**config.mk**
```make
export PLATFORM = sky130hd
export DESIGN_NAME = coarse_readout_flat
export DESIGN_NICKNAME = d
export VERILOG_FILES = /design/src/rtl/coarse_readout_pkg.sv /design/src/rtl/coarse_readout_if.sv /design/src/rtl/coarse_readout_fifo.sv /design/src/rtl/coarse_readout.sv /design/src/flat_wrapper.sv
export SDC_FILE = /design/constraint.sdc
export NUM_CORES = 1
export LEC_CHECK = 0
export CORE_ASPECT_RATIO = 1.2
export CORE_MARGIN = 5
export CORE_UTILIZATION = 50
export CTS_CLUSTER_SIZE = 14
export DETAILED_ROUTE_END_ITERATION = 12
export PLACE_DENSITY = 0.74
export REMOVE_ABC_BUFFERS = 1
export SETUP_SLACK_MARGIN = 0.3
export SYNTH_ARGS = -nofsm -noshare
export SYNTH_HDL_FRONTEND = slang
export SYNTH_HIERARCHICAL = 1
export SYNTH_SLANG_ARGS = --single-unit
```
**constraint.sdc**
```tcl
create_clock -name clk -period 2.45 [get_ports clk]
set_clock_uncertainty 0.1 [all_clocks]
set_input_delay 0.245 -clock clk [delete_from_list [all_inputs] [get_ports clk]]
set_output_delay 0.245 -clock clk [all_outputs]
set_load 0.01 [all_outputs]
```
**src/rtl/coarse_readout_pkg.sv**
```systemverilog
// rtl/coarse_readout_pkg.sv - shared types and helpers for the coarse count readout
package tdc_readout_pkg;

  typedef enum logic [1:0] {IDLE, HDR, DATA} state_e;

  localparam logic [7:0] HDR_BYTE_DEF = 8'hA5;

  // Data bytes needed for a (c_dig+1)-bit coarse word.
  function automatic int nbytes(input int c_dig);
    return (c_dig + 8) / 8;
  endfunction

endpackage

```
**src/rtl/coarse_readout_if.sv**
```systemverilog
// rtl/coarse_readout_if.sv - byte stream from the coarse readout toward the host link
interface coarse_readout_if;
  logic [7:0] oData;
  logic       oValid;
  logic       iReady;

  modport master (output oData, output oValid, input iReady);
  modport slave  (input oData, input oValid, output iReady);
endinterface

```
**src/rtl/coarse_readout_fifo.sv**
```systemverilog
// rtl/coarse_readout_fifo.sv - small synchronous FIFO holding captured coarse words
module sync_fifo #(
  parameter  int WIDTH = 11,
  parameter  int DEPTH = 4,
  localparam int AW    = $clog2(DEPTH),
  localparam int LW    = AW + 1
) (
  input  logic             clk,
  input  logic             rst_n,
  input  logic             push_i,
  input  logic [WIDTH-1:0] wdata_i,
  input  logic             pop_i,
  output logic [WIDTH-1:0] rdata_o,
  output logic             full_o,
  output logic             empty_o,
  output logic [LW-1:0]    level_o
);

  logic [WIDTH-1:0] mem_q [DEPTH];
  logic [AW-1:0]    wr_ptr_q, rd_ptr_q;
  logic [LW-1:0]    level_q;
  logic             do_push, do_pop;

  assign full_o  = (level_q == LW'(DEPTH));
  assign empty_o = (level_q == '0);
  assign level_o = level_q;
  assign rdata_o = mem_q[rd_ptr_q];

  // A pop in the same cycle frees the slot, so a full FIFO still takes the word.
  assign do_pop  = pop_i && !empty_o;
  assign do_push = push_i && (!full_o || do_pop);

  always_ff @(posedge clk or negedge rst_n) begin
    if (!rst_n) begin
      wr_ptr_q <= '0;
      rd_ptr_q <= '0;
      level_q  <= '0;
    end else begin
      if (do_push) wr_ptr_q <= wr_ptr_q + AW'(1);
      if (do_pop)  rd_ptr_q <= rd_ptr_q + AW'(1);
      level_q <= level_q + LW'(do_push) - LW'(do_pop);
    end
  end

  always_ff @(posedge clk) begin
    if (do_push) mem_q[wr_ptr_q] <= wdata_i;
  end

endmodule

```
**src/rtl/coarse_readout.sv**
```systemverilog
// rtl/coarse_readout.sv - captures finalized coarse counts and streams them as framed bytes
module coarse_readout
  import tdc_readout_pkg::*;
#(
  parameter  int          C_DIG      = 10,
  parameter  int          FIFO_DEPTH = 4,
  parameter  logic [7:0]  HDR_BYTE   = HDR_BYTE_DEF,
  localparam int          LW         = $clog2(FIFO_DEPTH) + 1
) (
  input  logic                clk,
  input  logic                iRst_n,
  input  logic                iStore,
  input  logic [C_DIG:0]      iCoarse,
  coarse_readout_if.master    stream,
  output logic [LW-1:0]       oLevel,
  output logic                oOverflow
);

  localparam int NB = nbytes(C_DIG);
  localparam int IW = (NB > 1) ? $clog2(NB) : 1;
  localparam logic [IW-1:0] LAST_IDX = IW'(NB - 1);

  state_e          state_q, state_d;
  logic [IW-1:0]   idx_q, idx_d;
  logic [7:0]      data_q, data_d;
  logic            valid_q, valid_d;
  logic            store_d_q, ovf_q;
  logic            capture, xfer, pop, more_after_pop;
  logic            full, empty;
  logic [LW-1:0]   level;
  logic [C_DIG:0]  head;
  logic [8*NB-1:0] head_ext;

  assign capture        = store_d_q && !iStore;
  assign xfer           = valid_q && stream.iReady;
  assign pop            = (state_q == DATA) && xfer && (idx_q == '0);
  assign more_after_pop = (level > LW'(1)) || capture;

  sync_fifo #(.WIDTH(C_DIG + 1), .DEPTH(FIFO_DEPTH)) u_fifo (
    .clk     (clk),
    .rst_n   (iRst_n),
    .push_i  (capture),
    .wdata_i (iCoarse),
    .pop_i   (pop),
    .rdata_o (head),
    .full_o  (full),
    .empty_o (empty),
    .level_o (level)
  );

  always_ff @(posedge clk or negedge iRst_n) begin
    if (!iRst_n) begin
      state_q   <= IDLE;
      idx_q     <= '0;
      data_q    <= '0;
      valid_q   <= 1'b0;
      store_d_q <= 1'b0;
      ovf_q     <= 1'b0;
    end else begin
      state_q   <= state_d;
      idx_q     <= idx_d;
      data_q    <= data_d;
      valid_q   <= valid_d;
      store_d_q <= iStore;
      ovf_q     <= ovf_q || (capture && full && !pop);
    end
  end

  always_comb begin
    state_d = state_q;
    idx_d   = idx_q;
    case (state_q)
      IDLE: if (!empty) state_d = HDR;
      HDR: if (xfer) begin
        state_d = DATA;
        idx_d   = LAST_IDX;
      end
      DATA: if (xfer) begin
        if (idx_q == '0) state_d = more_after_pop ? HDR : IDLE;
        else             idx_d   = idx_q - IW'(1);
      end
      default: state_d = IDLE;
    endcase
  end

  // The head word stays in the FIFO until its last byte goes, so it can be re-sliced each cycle.
  always_comb begin
    head_ext           = '0;
    head_ext[C_DIG:0]  = head;
    valid_d            = (state_d != IDLE);
    case (state_d)
      HDR:     data_d = HDR_BYTE;
      DATA:    data_d = 8'(head_ext >> {idx_d, 3'b000});
      default: data_d = '0;
    endcase
  end

  assign stream.oData  = data_q;
  assign stream.oValid = valid_q;
  assign oLevel        = level;
  assign oOverflow     = ovf_q;

endmodule

```
**src/flat_wrapper.sv**
```systemverilog
// flat-port wrapper written by rule: the top's interface ports become plain ports
module coarse_readout_flat import tdc_readout_pkg::*;
#(
  parameter  int          C_DIG      = 10,
  parameter  int          FIFO_DEPTH = 4,
  parameter  logic [7:0]  HDR_BYTE   = HDR_BYTE_DEF,
  localparam int          LW         = $clog2(FIFO_DEPTH) + 1
)
  (clk, iRst_n, iStore, iCoarse, oLevel, oOverflow, stream_oData, stream_oValid, stream_iReady);
  coarse_readout_if stream_i ();
  input  logic clk;
  input  logic iRst_n;
  input  logic iStore;
  input  logic [C_DIG:0] iCoarse;
  output logic [LW-1:0] oLevel;
  output logic oOverflow;
  output wire logic [$bits(stream_i.oData)-1:0] stream_oData;
  output wire logic [$bits(stream_i.oValid)-1:0] stream_oValid;
  input wire logic [$bits(stream_i.iReady)-1:0] stream_iReady;
  assign stream_oData = stream_i.oData;
  assign stream_oValid = stream_i.oValid;
  assign stream_i.iReady = stream_iReady;
  coarse_readout #(.C_DIG(C_DIG), .FIFO_DEPTH(FIFO_DEPTH), .HDR_BYTE(HDR_BYTE)) u_core (.clk(clk), .iRst_n(iRst_n), .iStore(iStore), .iCoarse(iCoarse), .stream(stream_i), .oLevel(oLevel), .oOverflow(oOverflow));
endmodule
```
Word-level counts from Yosys, hierarchy flattened

Memory sizes are Yosys's and may differ from the RTL's.
Cells that the tools add are included.

Add/sub/neg operators: 5
Magnitude comparators: 1
Equal/unequal tests: 5
Shift operators: 1
Mux-type cells: 13
Bitwise logic cells: 1
Reductions and logical operators: 18

Operators with widths:

| operator            | number |
|---|---|
| $pmux 8 s2          | 1 |
| $shr 11x4->8        | 1 |
| $logic_and 1x1->1   | 8 |
| $mux 2              | 4 |
| $mux 1              | 6 |
| $pmux 2 s3          | 1 |
| $add 2x1->2 const B | 2 |
| $eq 2x1->1 const B  | 2 |
| $eq 2x2->1 const B  | 2 |
| $logic_not 1->1     | 4 |
| $add 3x1->3         | 1 |
| $eq 3x3->1 const B  | 1 |
| $gt 3x1->1 const B  | 1 |
| $logic_not 3->1     | 1 |
| $logic_or 1x1->1    | 3 |
| $sub 3x1->3         | 1 |
| $logic_not 2->1     | 1 |
| $pmux 1 s2          | 1 |
| $reduce_bool 2->1   | 1 |
| $not 1->1           | 1 |
| $sub 1x1->1 const B | 1 |

Bits in registers: 21
Memory bits (writable): 44
Input port bits: 15
Output and inout bits: 13
Word-level logic and storage cells: 54
Memories: 1

Memory list:

| memory              | words | width | rd ports | clocked after Yosys merged registers in | wr ports | RTL line                  | text |
|---|---|---|---|---|---|---|---|
| u_core.u_fifo.mem_q | 4     | 11    | 1        | 0                                       | 1        | coarse_readout_fifo.sv:19 | `logic [WIDTH-1:0] mem_q [DEPTH];` |

Logic depth before layout (Yosys ltp)

Gate-level depths: netlist (run 1).

Depth after elaboration: 9
Gate-level depth with buffers: 10

Hierarchy

The synthesis (run 1) kept the hierarchy.

Modules (own cells, without submodules):

| module         | instances | cells each | area each (µm²) | seq. area each (µm²) |
|---|---|---|---|---|
| sync_fifo      | 1         | 92         | 2013.2          | 1496.4 |
| coarse_readout | 1         | 66         | 719.4           | 350.3 |

Least setup slack after synthesis (run 1)

No wires, ideal clock.

Kind: register -> register
Start: register u_core.state_q[0]
End: register u_core.u_fifo.level_q[2] (netlist: u_core/u_fifo/level_o[2])
Setup time: 123 ps
Arrival: 2125 ps
Data required time: 2227 ps
Path slack: 102 ps
Stages on the path, launching flop included: 11
Path buffers: 0
Cells stage by stage: dfrtp_1 inv_1 ha_1 nor3b_2 o31ai_2 or2_1 a21bo_1 ha_1 fa_1 xnor2_1 xnor2_1

Cells in the longest elaborated chain, start to end: 8

Ends and longest elaborated chain:

| item                                | RTL line                  | text |
|---|---|---|
| from (decl)                         | coarse_readout.sv:23      | `state_e state_q, state_d;` |
| from (signal assigned)              | coarse_readout.sv:60      | `state_q <= state_d;` |
| $eq 2x2->1 (*)                      | coarse_readout.sv:36      | `assign pop = (state_q == DATA) && xfer && (idx_q == '0);` |
| $logic_and 1x1->1 (*) (2 in series) | coarse_readout.sv:36      |  |
| via u_core.pop                      | coarse_readout.sv:28      | `logic capture, xfer, pop, more_after_pop;` |
| $logic_and 1x1->1 (*)               | coarse_readout_fifo.sv:30 | `assign do_pop = pop_i && !empty_o;` |
| $logic_or 1x1->1                    | coarse_readout_fifo.sv:31 | `assign do_push = push_i && (!full_o \|\| do_pop);` |
| $logic_and 1x1->1                   | coarse_readout_fifo.sv:31 |  |
| $add 3x1->3                         | coarse_readout_fifo.sv:41 | `level_q <= level_q + LW'(do_push) - LW'(do_pop);` |
| $sub 3x1->3 (*)                     | coarse_readout_fifo.sv:41 |  |
| to (signal assigned)                | coarse_readout_fifo.sv:41 |  |
| to (decl)                           | coarse_readout_fifo.sv:21 | `logic [LW-1:0] level_q;` |

Mark *: on every way through the listed nets, which the timed path passes. The rest lies on a longest branch.
A chain may end at the register's enable or synchronous reset.

Worst setup path after layout (run 1)

Start: register u_core.state_q[0]
End: register u_core.u_fifo.level_q[1] (netlist: u_core/u_fifo/level_o[1])

Same word-level chain as after synthesis.

==> results_dict.tcl, run 1 <==
set metrics [dict create \
    dp_slack_ns -0.161 \
    synth-edff-count 44 \
    routed_wl_um 4940 \
    pwr_density_cell_nw_per_um2 1150 \
    port_buffers 27 \
    drive_gt1_share_pct 32.1 \
    critPathArrivalTime_ns 2.35 \
    grt_pass1_vias 1639 \
    cts-htree-levels 3 \
    ios 28 \
    yosys.area_share.simple_pct 6.78 \
    syn_avg_cell_area_um2 17.3 \
    yosys-mux-area-fraction_pct 9.62 \
    die_h_um 91.0 \
    hp-class "input port to asynchronous set/reset pin" \
    cts-buffers-inserted 9 \
    p_leak_nw 1.32 \
    gr-total-overflow 0 \
    core_area_um2 5300 \
    fmax_ghz 0.444 \
    std_cell_rows 29 \
    hold_viol 0 \
    critPathCaptureType "register" \
    crit_start "u_core/state_q[0]" \
    diodes 0 \
    period_needed_ns 2.25 \
    grtUsageTotal_pct 14.8 \
    crit_type "register to register" \
    vias_per_cell 5.51 \
    fin_ws_ns 0.200 \
    status "completed" \
    path_max_fanout 3 \
    crit_required_ns 2.55 \
    cts-root-buf "clkbuf_8" \
    yosysSeqAreaShare_pct 67.6 \
    gp_congestion 0.769 \
    drc 0 \
    drtPass1Iterations 4 \
    clkTransAtPathRegs_ns 0.07 \
    worst_slew_pin_slew_ns 0.569 \
    rsz0062_at_grt "yes" \
    ir_drop_mv 0.519 \
    final-setup-viol-count 0 \
    clk_latency_ns 0.33 \
    area_growth_pct 29.2 \
    ant_nets 0 \
    slew_headroom_pct 62.0 \
    dieArea_um2 7050 \
    synth_cells 158 \
    ys_seq_elements 65 \
    grt_max_degree 22 \
    chipWidth_um 77.5 \
    final_max_slew_viol_count 0 \
    period_share_pct 91.8 \
    fin_total_pwr_mw 4.04 \
    initial_core_util_pct 51.6 \
    grt_pass1_wl_um 7960 \
    cp_slowest_stage_delay_ns 0.44 \
    rr_startpoint "u_core/state_q[0]" \
    cts_tree "built" \
    synth_fa_ha_area_share_pct 6.23 \
    worst_setup_path_start_kind "register" \
    netlist_area_um2 2730 \
    synthXorXnorAreaFrac_pct 1.60 \
    reg2regPathDepth 8 \
    synth_top_family_by_area "multiplexers" \
    routed-via-count 1542 \
    crit_path_top_delay_cell "fa_2" \
    yosys_warnings 6 \
    fin_nets 241 \
    cts.sinks 65 \
    drt_iter0_drc 80 \
    cp_cell_sequence "inv_2 -> ha_4 -> nor3b_4 -> o31ai_4 -> or2_1 -> a21bo_1 -> ha_2 -> fa_2" \
    r2r_end "u_core/u_fifo/level_o[1]" \
    wl_per_cell_um 17.6 \
    antenna_found_initial 0 \
    ys.flop_type "edfxtp_1" \
    synth_compound_area_share_pct 5.77 \
    dp.final_hpwl_um 3350 \
    regToRegSetupSlack_ns 0.20 \
    ys_types 39 \
    async_flop_share_pct 32.3 \
    maxCapViolCount 0 \
    clock_path_buffers 2 \
]
-- cells in the mapped netlist, types with 2 or more instances --
library cell	n	area share [%]
a21bo_1	2	0.73
mux4_2	11	9.1
or2_1	2	0.46
nand3_1	2	0.37
ha_1	12	5.5
nand2_1	6	0.82
edfxtp_1	44	48
and2_1	7	1.6
nor2b_1	3	0.69
nand4_1	4	0.92
xnor2_1	4	1.3
inv_1	10	1.4
a31oi_1	5	1.1
dfrtp_1	21	19
-- worst max path at each step --
stage,endpoint,slack [ns],depth (start not counted)
after floorplan,u_core/u_fifo/level_o[2],0.10,10
after CTS,u_core/u_fifo/level_o[2],0.21,9
after detailed placement,u_core/u_fifo/level_o[1],-0.16,8
final,u_core/u_fifo/level_o[1],0.20,8
after global placement,u_core/u_fifo/level_o[2],-0.05,9
after global routing,u_core/u_fifo/level_o[1],0.14,8
-- critical path, delay by kind of cell (launching register included) --
family / cells / cell delay [ns]
flip-flops: 1 / 0.40
AND/OR/NAND/NOR: 2 / 0.50
buffers and inverters: 1 / 0.09
adder cells (fa/ha/maj): 3 / 0.74
AO/OA/AOI/OAI: 2 / 0.31
-- metal layers --
layer	part of all wire [%]	GRT usage [%]	vias to the layer above
li1	-	-	703
met1	42	18.5	795
met2	53	24.3	36
met3	4.2	4.65	8
met4	1.4	5.16	0
met5	0	0	-
-- registers in the layout, summed over array words and instances (netlist names) --
name,cells
u_core/u_fifo/level_o,3
u_core/oOverflow,1
u_core/u_fifo/wr_ptr_q,2
u_core/store_d_q,1
u_core/idx_q,1
u_core/stream.oData,8
u_core/state_q,2
u_core/u_fifo/mem_q,44
u_core/stream.oValid,1
u_core/u_fifo/rd_ptr_q,2
-- power by group --
group	switching, mW	internal, mW	total (mW)
Clock	0.364	0.359	0.723
Combinational	0.785	0.921	1.71
Sequential	0.217	1.40	1.61
Total	1.37	2.68	4.04
-- cell type report --
class                      count  area [um2]
clock buffer                  12         135
clock inverter                 4        20.0
fill                         371        1770
inverter                      12        52.6
multi-input combinational     79         928
sequential                    65        1850
tap                           62        77.6
timing repair buffer          46         470
-- cells by family (layout without fill, tap and decap cells) --
logic type | count (synthesis) | after routing
adders and majority gates | 13 | 13
buffers and inverters | 14 | 74
DFF | 65 | 65
AOI/OAI and AO/OA | 19 | 19
xor gates and xnor gates | 5 | 5
muxes | 12 | 12
and+or+nand+nor | 30 | 30
-- layout by cell type (no fill, tap or decap), types with 2 or more instances in the layout --
cell and n:
dfrtp_1 21, a31oi_1 5, clkinv_1 2, nand3_1 2, xnor2_1 3, nand2_2 5
ha_2 2, and2_1 5, nand2_1 2, nor3b_4 2, clkbuf_1 3, ha_4 4
buf_4 13, mux4_2 11, o21ai_1 2, nand4_1 4, a31o_4 2, and2_4 2
nor2b_1 3, inv_2 3, buf_12 4, or2_1 2, edfxtp_1 44, clkbuf_8 9
clkdlybuf4s50_1 27, ha_1 6, a21bo_1 2, buf_6 2, inv_1 7
-- stage by stage --
step	TNS (ns)	util (%)	instances	hold slack, ns	area [um2]
final	0	66.7	280	0.150	3530
after global routing	0	66.7	280	0.168	3530
after CTS	0	65.8	279	0.146	3490
after detailed placement	-0.764	60.6	258	0.365	3210
after global placement	-0.0837	60.6	258	0.359	3210
after floorplan	0	-	156	-0.151	2720
-- timing repair --
action,4_1_cts,5_1_grt
setup buffers,5,1
hold buffers,0,0
gates resized for setup,15,13
endpoints found under the setup margin,54,54
pin swaps,8,14
cloned,0,0
No activity file was read; power rests on OpenSTA's default activity.
==> run 2, diff against run 1 <==
==> constraint.sdc (replaced) <==
create_clock -name clk -period 1.9 [get_ports clk]
set_clock_uncertainty 0.1 [all_clocks]
set_input_delay 0.19 -clock clk [delete_from_list [all_inputs] [get_ports clk]]
set_output_delay 0.19 -clock clk [all_outputs]
set_load 0.01 [all_outputs]
==> results_dict.tcl, run 2 (synthesized netlist as in run 1, its figures left out) <==
set metrics [dict create \
    clock_path_buffers 2 \
    routed_wl_um 5490 \
    cts.sinks 65 \
    fmax_ghz 0.439 \
    p_leak_nw 1.51 \
    final_cell_mix "44 x edfxtp_1, 24 x buf_4, 23 x clkdlybuf4s50_1" \
    worst_setup_path_start_kind "register" \
    ir_drop_mv 0.944 \
    final_util_pct 73.5 \
    rr_startpoint "u_core/state_q[1]" \
    critPathArrivalTime_ns 2.40 \
    drive_gt1_share_pct 45.0 \
    violations "setup timing" \
    crit_end "u_core/stream.oData[2]" \
    diodes 0 \
    area_growth_pct 42.5 \
    core_area_um2 5300 \
    hold_viol 0 \
    gr-total-overflow 0 \
    drc 0 \
    std_cell_rows 29 \
    initial_core_util_pct 51.6 \
    grt_max_degree 22 \
    clkTransAtPathRegs_ns 0.08 \
    final-setup-viol-count 56 \
    hp-class "input port to asynchronous set/reset pin" \
    final_max_slew_viol_count 0 \
    status "finished with violations" \
    fin_nets 261 \
    vias_per_cell 5.37 \
    crit_start "u_core/state_q[1]" \
    fin_ws_ns -0.380 \
    rsz0062_at_grt "yes" \
    cts-root-buf "clkbuf_8" \
    crit_type "register to register" \
    final_common_cell "edfxtp_1" \
    routed-via-count 1611 \
    regMostFlops "u_core/u_fifo/mem_q" \
    cts-hold-fix-buffers 0 \
    period_needed_ns 2.28 \
    ant_nets 0 \
    whs_ns 0.100 \
    port_buffers 27 \
    r2r_end "u_core/stream.oData[2]" \
    path_max_fanout 5 \
    drtPass1Iterations 4 \
    dp.final_hpwl_um 3440 \
    period_share_pct 120 \
    pwr_density_cell_nw_per_um2 1580 \
    slew_headroom_pct 60.6 \
    grtUsageTotal_pct 17.2 \
    drt_iter0_drc 51 \
    regToRegSetupSlack_ns -0.38 \
    cts_tree "built" \
    grt_pass1_vias 1773 \
    wl_per_cell_um 18.3 \
    reg2regPathDepth 11 \
    dieArea_um2 7050 \
    cts-htree-levels 3 \
    grt_pass1_wl_um 8990 \
    largest_reg_flops 44 \
    maxCapViolCount 0 \
    cts-buffers-inserted 9 \
    clk_latency_ns 0.34 \
    crit_required_ns 2.02 \
    critPathCaptureType "register" \
    die_h_um 91.0 \
    gp_congestion 0.835 \
    worst_slew_pin_slew_ns 0.591 \
    ios 28 \
    chipWidth_um 77.5 \
    antenna_found_initial 0 \
]
## run 2: cell types whose count changed in the layout (fill, tap and decap cells not counted), sizes merged
cell / change
clkdlybuf4s15: +1
clkinv: -2
bufinv: +3
clkdlybuf4s50: -4
dlygate4sd2: +3
buf: +20
clkbuf: -2
inv: +1
## run 2: area by class of cell
class	count	area, um2
timing repair buffer	66	676
clock inverter	6	115
tap	62	77.6
multi-input combinational	79	1000
clock buffer	10	128
inverter	12	52.6
fill	304	1400
sequential	65	1850
## run 2: critical path, cell delays in order (launching register included)
cell and delay [ns]:
dfrtp_1 0.42, ha_4 0.18, buf_4 0.12, buf_6 0.10, or2_1 0.23, a22o_1 0.22
nand2_2 0.08, a31o_4 0.18, ha_4 0.23, buf_6 0.13, nand4_1 0.07, nand3_2 0.09
## run 2: timing repair
| item | in CTS | in global routing |
|---|---|---|
| setup buffers | 8 | 4 |
| gates resized for setup | 43 | 12 |
| gates cloned | 1 | 0 |
| setup endpoints to repair | 64 | 63 |
| pin swaps | 19 | 14 |
## run 2: routing by layer
| metal | global-route usage (%) | routed length (um) |
|---|---|---|
| met4 | 10.7 | 170 |
| met3 | 3.47 | 214 |
| met5 | 0 | 0 |
| met2 | 29.7 | 3020 |
| met1 | 19.3 | 2080 |
## run 2: worst min-delay path by stage
stage                              to  slack (ns)              from  depth (start not counted)
6_report       u_core/stream.oData[7]        0.10            iRst_n                          2
5_1_grt        u_core/stream.oData[3]        0.14            iRst_n                          2
4_1_cts        u_core/stream.oData[7]         0.1            iRst_n                          2
3_5_place_dp         u_core/oOverflow        0.38  u_core/oOverflow                          1
3_3_place_gp         u_core/oOverflow        0.36  u_core/oOverflow                          1
2_1_floorplan            u_core/idx_q       -0.21            iRst_n                          0
## run 2: power breakdown
| group | leakage, nW | internal, mW | switching [mW] |
|---|---|---|---|
| clock network | 0.117 | 0.878 | 0.525 |
| registers | 0.663 | 1.80 | 0.186 |
| logic | 0.727 | 1.50 | 1.28 |
## run 2: metrics by stage
| stage | TNS [ns] | worst slack, ns | power, mW | area, um2 | instances |
|---|---|---|---|---|---|
| 4_1_cts | -10.13 | -0.328 | 6.01 | 3810 | 296 |
| 6_report | -13.61 | -0.380 | 6.17 | 3890 | 300 |
| 5_1_grt | -21.19 | -0.493 | 6.53 | 3890 | 300 |
| 3_5_place_dp | -22.10 | -0.539 | 4.12 | 3320 | 271 |
| 2_1_floorplan | -10.72 | -0.448 | 3.18 | 2720 | 156 |
| 3_3_place_gp | -19.91 | -0.470 | 4.00 | 3320 | 271 |
